<file path="config.mk">
export PLATFORM = sky130hd
export DESIGN_NAME = shift_normalizer
export DESIGN_NICKNAME = d
export VERILOG_FILES = /design/src/rtl/norm_pkg.sv /design/src/rtl/shift_normalizer.sv
export SDC_FILE = /design/constraint.sdc
export NUM_CORES = 1
export LEC_CHECK = 0
export BUFFER_PORTS_ARGS = -buffer_cell sky130_fd_sc_hd__buf_4
export CORE_MARGIN = 10
export CORE_UTILIZATION = 40
export DETAILED_ROUTE_END_ITERATION = 8
export PLACE_DENSITY = 0.68
export SYNTH_ARGS = -nofsm -noshare
export SYNTH_HDL_FRONTEND = slang
export SYNTH_SLANG_ARGS = --single-unit
</file>
<file path="constraint.sdc">
create_clock -name clk -period 4.39 [get_ports clk]
set_clock_uncertainty 0.1 [all_clocks]
set_input_delay 0.878 -clock clk [delete_from_list [all_inputs] [get_ports clk]]
set_output_delay 0.878 -clock clk [all_outputs]
set_load 0.03 [all_outputs]
</file>
<file path="src/rtl/norm_pkg.sv">
// Shared encodings for the shift normalizer: FSM state codes and direction constants.
package norm_pkg;

  localparam logic [1:0] ST_IDLE  = 2'd0;
  localparam logic [1:0] ST_SHIFT = 2'd1;
  localparam logic [1:0] ST_DONE  = 2'd2;

  localparam logic DIR_LEFT  = 1'b0;
  localparam logic DIR_RIGHT = 1'b1;

endpackage

</file>
<file path="src/rtl/shift_normalizer.sv">
// Iterative one-bit-per-cycle normalizer with valid/ready handshakes on both sides.
// Define NORM_DIR_EN to add the dire port and toward-LSB normalization.
//
// state    | meaning
// ST_IDLE  | waiting for an operand, in_ready=1
// ST_SHIFT | shifting the working copy until its end bit is 1 (or it is zero)
// ST_DONE  | result presented, held until out_ready
module shift_normalizer
  import norm_pkg::*;
#(
  parameter int WIDTH = 8,
  parameter int CW    = $clog2(WIDTH)
) (
  input  logic             clk,
  input  logic             rst,
  input  logic [WIDTH-1:0] in_data,
  input  logic             in_valid,
  output logic             in_ready,
`ifdef NORM_DIR_EN
  input  logic             dire,
`endif
  output logic [WIDTH-1:0] out_data,
  output logic [CW-1:0]    out_count,
  output logic             out_zero,
  output logic             out_valid,
  input  logic             out_ready
);

  logic [1:0]       state;
  logic [WIDTH-1:0] work;
  logic [CW-1:0]    count;
  logic             dir;
  logic             hit;

`ifdef NORM_DIR_EN
  always_ff @(posedge clk) begin
    if (rst) begin
      dir <= DIR_LEFT;
    end else if (state == ST_IDLE && in_valid) begin
      dir <= dire;
    end
  end
`else
  assign dir = DIR_LEFT;
`endif

  // The bit that ends the search sits at the end we are normalizing toward.
  assign hit = (dir == DIR_RIGHT) ? work[0] : work[WIDTH-1];

  always_ff @(posedge clk) begin
    if (rst) begin
      state     <= ST_IDLE;
      work      <= '0;
      count     <= '0;
      out_data  <= '0;
      out_count <= '0;
      out_zero  <= 1'b0;
    end else begin
      case (state)
        ST_IDLE: begin
          if (in_valid) begin
            work  <= in_data;
            count <= '0;
            state <= ST_SHIFT;
          end
        end
        ST_SHIFT: begin
          if (work == '0) begin
            out_data  <= '0;
            out_count <= '0;
            out_zero  <= 1'b1;
            state     <= ST_DONE;
          end else if (hit) begin
            out_data  <= work;
            out_count <= count;
            out_zero  <= 1'b0;
            state     <= ST_DONE;
          end else begin
            work  <= (dir == DIR_RIGHT) ? {1'b0, work[WIDTH-1:1]}
                                        : {work[WIDTH-2:0], 1'b0};
            count <= count + CW'(1);
          end
        end
        ST_DONE: begin
          if (out_ready) state <= ST_IDLE;
        end
        default: state <= ST_IDLE;
      endcase
    end
  end

  assign in_ready  = (state == ST_IDLE);
  assign out_valid = (state == ST_DONE);

endmodule

</file>
Word level (Yosys, flattened, before mapping) --
Index checks and enable logic that the tools add are counted.
Cells by class: add/sub/neg operators 1, equality and inequality tests 7, mux-type cells 19, reductions and logical operators 8
Operators by type and width (count):
- 8-bit 2-to-1 mux | 5
- 8-bit one-hot mux with 2 select lines | 1
- 3-bit 2-to-1 mux | 5
- 8-bit logical NOT | 1
- 2-bit 2-to-1 mux | 4
- 2-bit != test (second input constant) | 3
- 2-bit one-hot mux with 3 select lines | 1
- 3-bit one-hot mux with 2 select lines | 1
- 3-bit AND reduction | 2
- 4-bit AND reduction | 1
- 2-bit nonzero test | 2
- 3-bit by 1-bit adder with 3-bit output (second input constant) | 1
- 3-bit != test (second input constant) | 1
- 2-bit by 1-bit == test with 1-bit output (second input constant) | 1
- 2-bit == test (second input constant) | 1
- 2-bit logical NOT | 1
- 1-bit 2-to-1 mux | 2
- 2-bit by 1-bit != test with 1-bit output (second input constant) | 1
- 2-bit AND reduction | 1
Storage, ports and cells: bits in registers 25, bits of input ports 12, output and inout port bits 14, word-level logic and storage cells 42

Longest topological paths before layout --
Gate-level depths: netlist of run 1.
depth after elaboration 4, gate-level depth with buffers 6, gate-level depth less buffers 4

Worst setup path before layout of run 1 --
OpenSTA, ideal clock, no wires.
path kind flip-flop to output port, start register state[1], end output out_valid, arrival time 1.069 ns, required time 3.412 ns, setup slack 2.343 ns, stages on the path, launching flop included 3, path buffers 1, cells stage by stage dfxtp_1 clkbuf_1 nor2b_1
Between the ends: longest elaborated chain between the ends 1
Ends and longest elaborated chain:
- from (decl) | line shift_normalizer.sv:29 | logic [1:0] state;
- from (signal assigned) | line shift_normalizer.sv:52 | state <= ST_IDLE;
- from (signal assigned) | line shift_normalizer.sv:64 | state <= ST_SHIFT;
- from (signal assigned) | line shift_normalizer.sv:72 | state <= ST_DONE;
- 2-bit == test | line shift_normalizer.sv:93 | assign out_valid = (state == ST_DONE);
- to (decl) | line shift_normalizer.sv:25 | output logic out_valid,
No other way between the ends.

Final worst setup path of run 1 --
Same ends and word-level chain as after synthesis.

==> impl_metrics.json, run 1 <==
{
  "crit_path_start_kind": "flop",
  "maxCapViolCount": 0,
  "yosys.area.top_type_share_pct": 39.5,
  "slew_headroom_pct": 43.6,
  "per_cell_via_count_in_the_routed_design": 5.29,
  "global_route.overflow_total": 0,
  "drt_iter0_drc": 64,
  "cts_num_sinks": 25,
  "insertedDiodeCount": 0,
  "synth.top_cells.by_area": "dfxtp_1 40%, a21oi_1 7.1%, mux2_4 7.1%",
  "pre_cts_slack_ns": 2.25,
  "drc": 0,
  "timing_hold_violations_final": 0,
  "hold_class": "flop to flop",
  "die_h_um": 76.3,
  "async_reset_ff_share_pct": 0,
  "layout-drive-gt1-share_pct": 28.2,
  "peakVddDrop_uv": 170,
  "area_growth_pct": 16.6,
  "synth_edf_count": 0,
  "port_buffers": 25,
  "syn-num-nets": 151,
  "worstHoldPathCells": 2,
  "slew_violations": 0,
  "timing.final.setup_violations": 0,
  "worst-r2r-setup-slack_ns": 2.18,
  "chipWidth_um": 76.3,
  "initial_core_utilization_pct": 41.5,
  "synth_top_cell_by_area": "dfxtp_1",
  "initial_antenna_violation_count": 0,
  "pin_count_of_the_biggest_net_entering_global_routing": 35,
  "groute.usage.overall_pct": 10.3,
  "clk_pin_slew_ns": 0.14,
  "final_min_period_over_clock_period_pct": 52.4,
  "synth_cell_types": 33,
  "cp.arrival_ns": 1.32,
  "min_period_ns": 2.30,
  "post_drt_wl_per_cell_um": 14.5,
  "setup_tns_ns": 0,
  "grt_pass1_wl_um": 5010,
  "tritoncts": "built",
  "clockRootBuffer": "clkbuf_4",
  "clock_path_buffers": 2,
  "cts_resized": 0,
  "clk-insertion-delay-late_ns": 0.33,
  "syn_avg_cell_area_um2": 9.18,
  "type_of_the_worst_setup_path": "flop to output pin",
  "power.density_cell_area_nw_per_um2": 419,
  "synthesis.area_um2": 1270,
  "timing_worst_slew_pin_value_ns": 0.846,
  "leakage_nw": 0.574,
  "num_vias": 1058,
  "h-tree-depth": 1,
  "seq_area_frac_synth_pct": 39.5,
  "rsz_0062_raised_after_global_routing": "no",
  "rows": 20,
  "fmax_mhz": 435,
  "die_area_um2": 5820,
  "path_max_fanout": 12,
  "boundaryPins": 26,
  "yosys_warnings": 0,
  "postSynth.topFlopCell": "dfxtp_1",
  "post-cts-setup-buffers": 0,
  "drt_pass1_iterations": 4,
  "cts_made_buffers": 3,
  "postCtsHoldBufs": 0,
  "coreArea_um2": 3050,
  "count_of_antenna_violating_nets_left_after_detailed_routing": 0,
  "final_net_count": 170,
  "outcome": "complete, no violations",
  "worstPathRequired_ns": 3.41,
  "finalWeightedCongestion": 0.793,
  "critPathCaptureType": "output pin",
  "number_of_storage_elements_in_the_synthesis_netlist": 25,
  "postSynthCellCount": 138,
  "grt_pass1_vias": 1034,
  "layout.filler_cells": 307,
  "finalWirelength_um": 2900,
  "ff2ff_path_depth": 4,
  "detailedPlacementHpwl_um": 2130,
  "power_w": 0.000618,
  "layout.core_utilization_pct": 48.4,
  "setup_slack_ns": 2.09,
  "hold_ws_ns": 0.370
}
-- synth_stat cells, types with 2 or more instances --
master and instances:
nor4_4 2, nand4b_1 2, o21ai_0 11, buf_6 2, and4bb_2 4, a21oi_1 18
o32ai_1 2, nand2_1 4, nor2_1 12, nor4bb_1 2, buf_2 3, clkbuf_1 5
mux2_4 6, nand3_1 10, nand2b_1 4, inv_1 3, nor2b_1 8, dfxtp_1 25
-- per-stage QoR --
| step | std cells | instance area [µm²] |
|---|---|---|
| after floorplan | 138 | 1270 |
| after global placement | 196 | 1450 |
| after detailed placement | 196 | 1450 |
| after CTS | 200 | 1480 |
| after global routing | 200 | 1480 |
| final | 200 | 1480 |
-- logic make-up (layout without fill, tap and decap cells) --
group	count (synthesis)	count (layout)	share of synthesized area, %
AND/OR/NAND/NOR	51	51	26.4
flip-flops	25	25	39.5
buffers and inverters	15	33	6.22
AO/OA/AOI/OAI	39	39	19.0
multiplexers	7	7	7.91
adder cells (fa/ha/maj)	1	1	0.988
-- worst max-delay path, stage by stage, from the launching register on --
cell,delay [ns]
dfxtp_1,0.57
nor2b_1,0.23
buf_4,0.19
-- worst paths after layout --
path | from | to
setup / recovery | state[1]$_SDFFE_PP0P_ | out_valid
hold / removal | out_zero$_SDFFE_PP0P_ | out_zero$_SDFFE_PP0P_
setup reg to reg | work[7]$_SDFFE_PP0P_ | out_count[1]$_SDFFE_PP0P_
hold reg to reg | out_zero$_SDFFE_PP0P_ | out_zero$_SDFFE_PP0P_
-- layer usage --
metal,global-route usage [%],vias up,part of all wire [%]
met5,0,-,0
met1,13.3,491,48
met2,15.1,31,45
li1,-,531,-
met3,2.95,5,5.4
met4,4.83,0,1.8
-- where the power goes --
group	switching, W	leakage [nW]	internal, W
logic	0.000123	0.353	0.0000965
registers	0.0000415	0.204	0.000250
clock network	0.0000723	0.0177	0.0000343
-- layout make-up --
type	instances	area, µm²	share of cell area [%]
well taps	44	55.1	3.73
clock inverters	1	5.00	0.339
clock buffers	3	22.5	1.53
multi-input cells	98	687	46.5
flip-flops and latches	25	500	33.9
repair buffers	26	195	13.2
inverters	3	11.3	0.763
-- layout by cell type (no fill, tap or decap), types with 3 or more instances in the layout --
cell | Yosys | layout
buf_4 | 1 | 26
dfxtp_1 | 25 | 25
a21oi_1 | 18 | 18
nor2_1 | 12 | 12
o21ai_0 | 11 | 11
nand3_1 | 10 | 10
nor2b_1 | 8 | 8
mux2_4 | 6 | 6
nand2b_1 | 4 | 4
nand2_1 | 4 | 4
and4bb_2 | 4 | 4
inv_1 | 3 | 3
clkbuf_4 | 0 | 3
-- state kept, by name, summed over array words and instances, names as in the netlist --
signal,cells
out_zero,1
count,3
state,2
out_count,3
out_data,8
work,8
Power figures use the tool's default switching activity.
==> run 2: changes to the inputs <==
--- a/config.mk
+++ b/config.mk
@@ -9,7 +9,7 @@
 export CORE_MARGIN = 10
 export CORE_UTILIZATION = 40
 export DETAILED_ROUTE_END_ITERATION = 8
-export PLACE_DENSITY = 0.68
+export PLACE_DENSITY = 0.71
 export SYNTH_ARGS = -nofsm -noshare
 export SYNTH_HDL_FRONTEND = slang
 export SYNTH_SLANG_ARGS = --single-unit
==> constraint.sdc (replaced) <==
create_clock -name clk -period 1.85 [get_ports clk]
set_clock_uncertainty 0.1 [all_clocks]
set_input_delay 0.37 -clock clk [delete_from_list [all_inputs] [get_ports clk]]
set_output_delay 0.37 -clock clk [all_outputs]
set_load 0.03 [all_outputs]
==> impl_metrics.json, run 2 (synthesis results as in run 1) <==
{
  "outcome": "complete, no violations",
  "post_drt_wl_per_cell_um": 14.1,
  "timing_hold_violations_final": 0,
  "finalWirelength_um": 2910,
  "timing.final.setup_violations": 0,
  "timing.critical_path.max_delay_family": "flip-flops",
  "insertedDiodeCount": 0,
  "timing.critical_path.cells": "nor2_1 > or2_1 > a21oi_4 > buf_12 > mux2_4",
  "setup_tns_ns": 0,
  "die_area_um2": 5820,
  "path_max_fanout": 11,
  "drt_iter0_drc": 57,
  "clock_power_share_pct": 15.7,
  "finalWeightedCongestion": 0.786,
  "worstHoldStart": "in_data[0]",
  "area_growth_pct": 22.0,
  "worstHoldPathCells": 3,
  "clock_path_buffers": 2,
  "groute.usage.overall_pct": 9.83,
  "power.density_cell_area_nw_per_um2": 986,
  "ff2ff_path_depth": 5,
  "slew_headroom_pct": 68.9,
  "final_min_period_over_clock_period_pct": 95.1,
  "layout.filler_cells": 307,
  "maxCapViolCount": 0,
  "leakage_nw": 0.611,
  "reg2reg_from": "state[0]$_SDFFE_PP0P_",
  "p_sw_share_pct": 36.4,
  "clockRootBuffer": "clkbuf_4",
  "final_common_cell": "buf_4",
  "initial_antenna_violation_count": 0,
  "detailedPlacementHpwl_um": 2160,
  "peakVddDrop_uv": 420,
  "critical_path.reg2reg.endpoint": "work[3]$_SDFFE_PP0P_",
  "global_route.overflow_total": 0,
  "die_h_um": 76.3,
  "critical-path-slowest-cell": "dfxtp_1",
  "most-common-layout-cells": "32 x buf_4, 24 x dfxtp_1, 17 x a21oi_1",
  "worst-r2r-setup-slack_ns": 0.09,
  "coreArea_um2": 3050,
  "rows": 20,
  "registers_with_the_most_flip_flops": "out_data (8), work (8)",
  "netSwitchingPower_w": 0.000555,
  "per_cell_via_count_in_the_routed_design": 5.20,
  "layout-drive-gt1-share_pct": 31.9,
  "timing_worst_slew_pin_value_ns": 0.466,
  "pre_cts_slack_ns": 0.0400,
  "pin_count_of_the_biggest_net_entering_global_routing": 35,
  "fmax_mhz": 568,
  "grt_pass1_wl_um": 4940,
  "rsz_0062_raised_after_global_routing": "no",
  "critical_path.n_buffers_inverters": 1,
  "type_of_the_worst_setup_path": "flop to flop",
  "crit_path_start_kind": "flop",
  "drc": 0,
  "num_vias": 1077,
  "h-tree-depth": 1,
  "final_net_count": 177,
  "clk-insertion-delay-late_ns": 0.31,
  "cts_made_buffers": 3,
  "critPathCaptureType": "flop",
  "internal-power_w": 0.000970,
  "slew_violations": 0,
  "share_seq_of_total_power_pct": 44.0,
  "tritoncts": "built",
  "cp.arrival_ns": 1.87,
  "chipWidth_um": 76.3,
  "holdPathEnd": "work[0]$_SDFFE_PP0P_",
  "clk_pin_slew_ns": 0.13,
  "count_of_antenna_violating_nets_left_after_detailed_routing": 0,
  "initial_core_utilization_pct": 41.5,
  "grt_pass1_vias": 1043,
  "cts_num_sinks": 25,
  "hold_class": "primary input to flop",
  "drt_pass1_iterations": 4,
  "worstPathRequired_ns": 1.96,
  "power_frac_comb_pct": 40.3,
  "min_period_ns": 1.76,
  "setup_slack_ns": 0.0898,
  "boundaryPins": 26,
  "worst_stage_delay_on_the_critical_path_ns": 0.56,
  "port_buffers": 25
}
## run 2: how the worst max path moves through the flow
stage                               start                         to  slack (ns)  cells after the start
global route         work[4]$_SDFFE_PP0P_      count[1]$_SDFFE_PP0P_       0.008                      6
global placement    state[0]$_SDFFE_PP0P_       work[2]$_SDFFE_PP0P_        0.05                      4
floorplan           state[1]$_SDFFE_PP0P_       work[1]$_SDFFE_PP0P_        0.30                      4
CTS                  work[7]$_SDFFE_PP0P_  out_count[0]$_SDFFE_PP0P_        0.07                      4
finish              state[0]$_SDFFE_PP0P_       work[3]$_SDFFE_PP0P_        0.09                      5
detailed placement  state[0]$_SDFFE_PP0P_       work[3]$_SDFFE_PP0P_        0.04                      4
## run 2: stage by stage
| step | area (µm²) | power [W] | cells | hold slack (ns) | util, % |
|---|---|---|---|---|---|
| floorplan | 1270 | 0.00111 | 138 | 0.375 | - |
| global placement | 1490 | 0.00124 | 201 | 0.352 | 48.7 |
| detailed placement | 1490 | 0.00125 | 201 | 0.358 | 48.7 |
| CTS | 1540 | 0.00153 | 207 | 0.230 | 50.5 |
| global route | 1550 | 0.00162 | 207 | 0.252 | 50.6 |
| finish | 1550 | 0.00152 | 207 | 0.236 | 50.6 |
## run 2: layer usage
metal  global-route usage (%)  share of wire, %  vias up
met3                     2.71               4.5        2
li1                         -                 -      545
met5                        0                 0        -
met1                     11.9                47      509
met4                     2.79              0.21        0
met2                     16.5                48       21
## run 2: power by group through the flow
stage               logic (W)  registers [W]  clock network [W]
global placement     0.000560       0.000677                  0
floorplan            0.000443       0.000672                  0
finish               0.000614       0.000671           0.000239
detailed placement   0.000569       0.000681                  0
global route         0.000668       0.000681           0.000271
CTS                  0.000608       0.000669           0.000249
## run 2: timing repair
item                                    4_1_cts  5_1_grt
hold buffers                                  0        0
endpoints found under the setup margin        4        8
pin swaps                                     0        1
gates resized for setup                       0        2
buffers inserted                              2        0
## run 2: area by class of cell
cell class | count | area (µm²) | share of cell area [%]
timing repair buffer | 33 | 260 | 16.8
clock buffer | 4 | 26.3 | 1.70
inverter | 3 | 11.3 | 0.729
tap | 44 | 55.1 | 3.56
multi-input combinational | 98 | 691 | 44.7
sequential | 25 | 502 | 32.5
## run 2: worst reg2reg max path, delay by kind of cell, from the launching register on
family / cells / cell delay, ns
simple gates: 2 / 0.41
buf+inv: 1 / 0.14
mux: 1 / 0.30
flops: 1 / 0.56
compound gates: 1 / 0.16
==> run 3: changes to the inputs <==
--- a/config.mk
+++ b/config.mk
@@ -9,7 +9,7 @@
 export CORE_MARGIN = 10
 export CORE_UTILIZATION = 40
 export DETAILED_ROUTE_END_ITERATION = 8
-export PLACE_DENSITY = 0.71
+export PLACE_DENSITY = 0.68
 export SYNTH_ARGS = -nofsm -noshare
 export SYNTH_HDL_FRONTEND = slang
 export SYNTH_SLANG_ARGS = --single-unit
==> constraint.sdc (replaced) <==
create_clock -name clk -period 2.05 [get_ports clk]
set_clock_uncertainty 0.1 [all_clocks]
set_input_delay 0.41 -clock clk [delete_from_list [all_inputs] [get_ports clk]]
set_output_delay 0.41 -clock clk [all_outputs]
set_load 0.03 [all_outputs]
==> impl_metrics.json, run 3 (synthesis results as in run 1) <==
{
  "maxCapViolCount": 0,
  "timing_hold_violations_final": 0,
  "clk-insertion-delay-late_ns": 0.32,
  "per_cell_via_count_in_the_routed_design": 5.43,
  "postCtsHoldBufs": 0,
  "pre_cts_slack_ns": 0.186,
  "layout-drive-gt1-share_pct": 29.1,
  "drt_pass1_iterations": 4,
  "min_period_ns": 1.83,
  "worstPathRequired_ns": 1.54,
  "grt_pass1_wl_um": 5180,
  "timing.final.setup_violations": 0,
  "worst_stage_delay_on_the_critical_path_ns": 0.56,
  "global_route.overflow_total": 0,
  "num_vias": 1097,
  "final_min_period_over_clock_period_pct": 89.1,
  "cts_made_buffers": 3,
  "slew_headroom_pct": 59.0,
  "tritoncts": "built",
  "fmax_mhz": 547,
  "multi_input_comb_area_um2": 691,
  "finalWeightedCongestion": 0.825,
  "path_max_fanout": 12,
  "boundaryPins": 26,
  "final_common_cell": "buf_4",
  "critPathCaptureType": "output pin",
  "power.density_cell_area_nw_per_um2": 894,
  "layout.filler_cells": 312,
  "chipWidth_um": 76.3,
  "port_buffers": 25,
  "drc": 0,
  "area_after_detailed_placement_um2": 1460,
  "clockRootBuffer": "clkbuf_4",
  "slew_violations": 0,
  "most-common-layout-cells": "28 x buf_4, 25 x dfxtp_1, 17 x a21oi_1",
  "hold_class": "primary input to flop",
  "detailedPlacementHpwl_um": 2180,
  "groute.usage.overall_pct": 10.5,
  "hold_ws_ns": 0.269,
  "peakVddDrop_uv": 389,
  "initial_core_utilization_pct": 41.5,
  "die_h_um": 76.3,
  "cp.arrival_ns": 1.32,
  "leakage_nw": 0.582,
  "count_of_antenna_violating_nets_left_after_detailed_routing": 0,
  "drt_iter0_drc": 90,
  "area_growth_pct": 18.0,
  "registers_with_the_most_flip_flops": "out_data (8), work (8)",
  "setup_tns_ns": 0,
  "clk_pin_slew_ns": 0.13,
  "cts_num_sinks": 25,
  "finalWirelength_um": 3000,
  "die_area_um2": 5820,
  "initial_antenna_violation_count": 0,
  "clock_path_buffers": 2,
  "pin_count_of_the_biggest_net_entering_global_routing": 35,
  "timing.critical_path.cells": "nor2b_1 > buf_4",
  "ff_latch_area_um2": 500,
  "rsz_0062_raised_after_global_routing": "no",
  "timing_worst_slew_pin_value_ns": 0.614,
  "h-tree-depth": 1,
  "layoutNonFillerInstCount": 202,
  "outcome": "complete, no violations",
  "rows": 20,
  "final_net_count": 172,
  "coreArea_um2": 3050,
  "insertedDiodeCount": 0,
  "critical-path-slowest-cell": "dfxtp_1",
  "setup_slack_ns": 0.223,
  "grt_pass1_vias": 1033,
  "place.detailed.instances": 198,
  "crit_path_start_kind": "flop",
  "type_of_the_worst_setup_path": "flop to output pin",
  "post_drt_wl_per_cell_um": 14.8,
  "final_design_area_no_fill_um2": 1490
}
[run 3: cell count changes in the layout (fill, tap and decap cells not counted), sizes merged]
cell / before / now
buf: 33 / 28
[run 3: final cells by class]
class | instances | share of cell area, %
multi-input cells | 98 | 46.2
well taps | 44 | 3.69
repair buffers | 28 | 14.1
clock buffers | 4 | 1.76
inverters | 3 | 0.754
flip-flops and latches | 25 | 33.5
[run 3: final timing paths]
check	from	slack (ns)	cells after the start	endpoint
worst min register to register	out_zero$_SDFFE_PP0P_	0.37	2	out_zero$_SDFFE_PP0P_
worst max register to register	state[0]$_SDFFE_PP0P_	0.24	4	work[6]$_SDFFE_PP0P_
worst min-delay path	in_data[0]	0.27	3	work[0]$_SDFFE_PP0P_
worst max-delay path	state[1]$_SDFFE_PP0P_	0.22	2	out_valid
[run 3: what timing repair did]
| item | in CTS | in global routing |
|---|---|---|
| resized for setup | 0 | 1 |
| endpoints found under the setup margin | 0 | 4 |
| buffers inserted | 0 | 0 |
[run 3: through the flow]
stage / utilization [%] / total power (W)
6_report: 48.9 / 0.00134
5_1_grt: 48.9 / 0.00143
4_1_cts: 48.8 / 0.00134
3_5_place_dp: 48.0 / 0.00111
3_3_place_gp: 48.0 / 0.00110
2_1_floorplan: - / 0.00101
[run 3: metal layers]
| metal | GRT usage [%] | wire [µm] | up-vias |
|---|---|---|---|
| li1 | - | - | 536 |
| met1 | 14.0 | 1420 | 527 |
| met2 | 15.4 | 1370 | 30 |
| met3 | 3.30 | 169 | 4 |
| met4 | 3.90 | 34 | 0 |
| met5 | 0 | 0 | - |
[run 3: worst max-delay path: cells and delay by family (launching register included)]
family,cells,cell delay (ns)
AND/OR/NAND/NOR,1,0.24
buffers and inverters,1,0.19
flip-flops,1,0.56
[run 3: where the power goes]
part           internal, W  switching (W)
Sequential        0.000536      0.0000762
Combinational     0.000220       0.000279
Clock            0.0000763       0.000148
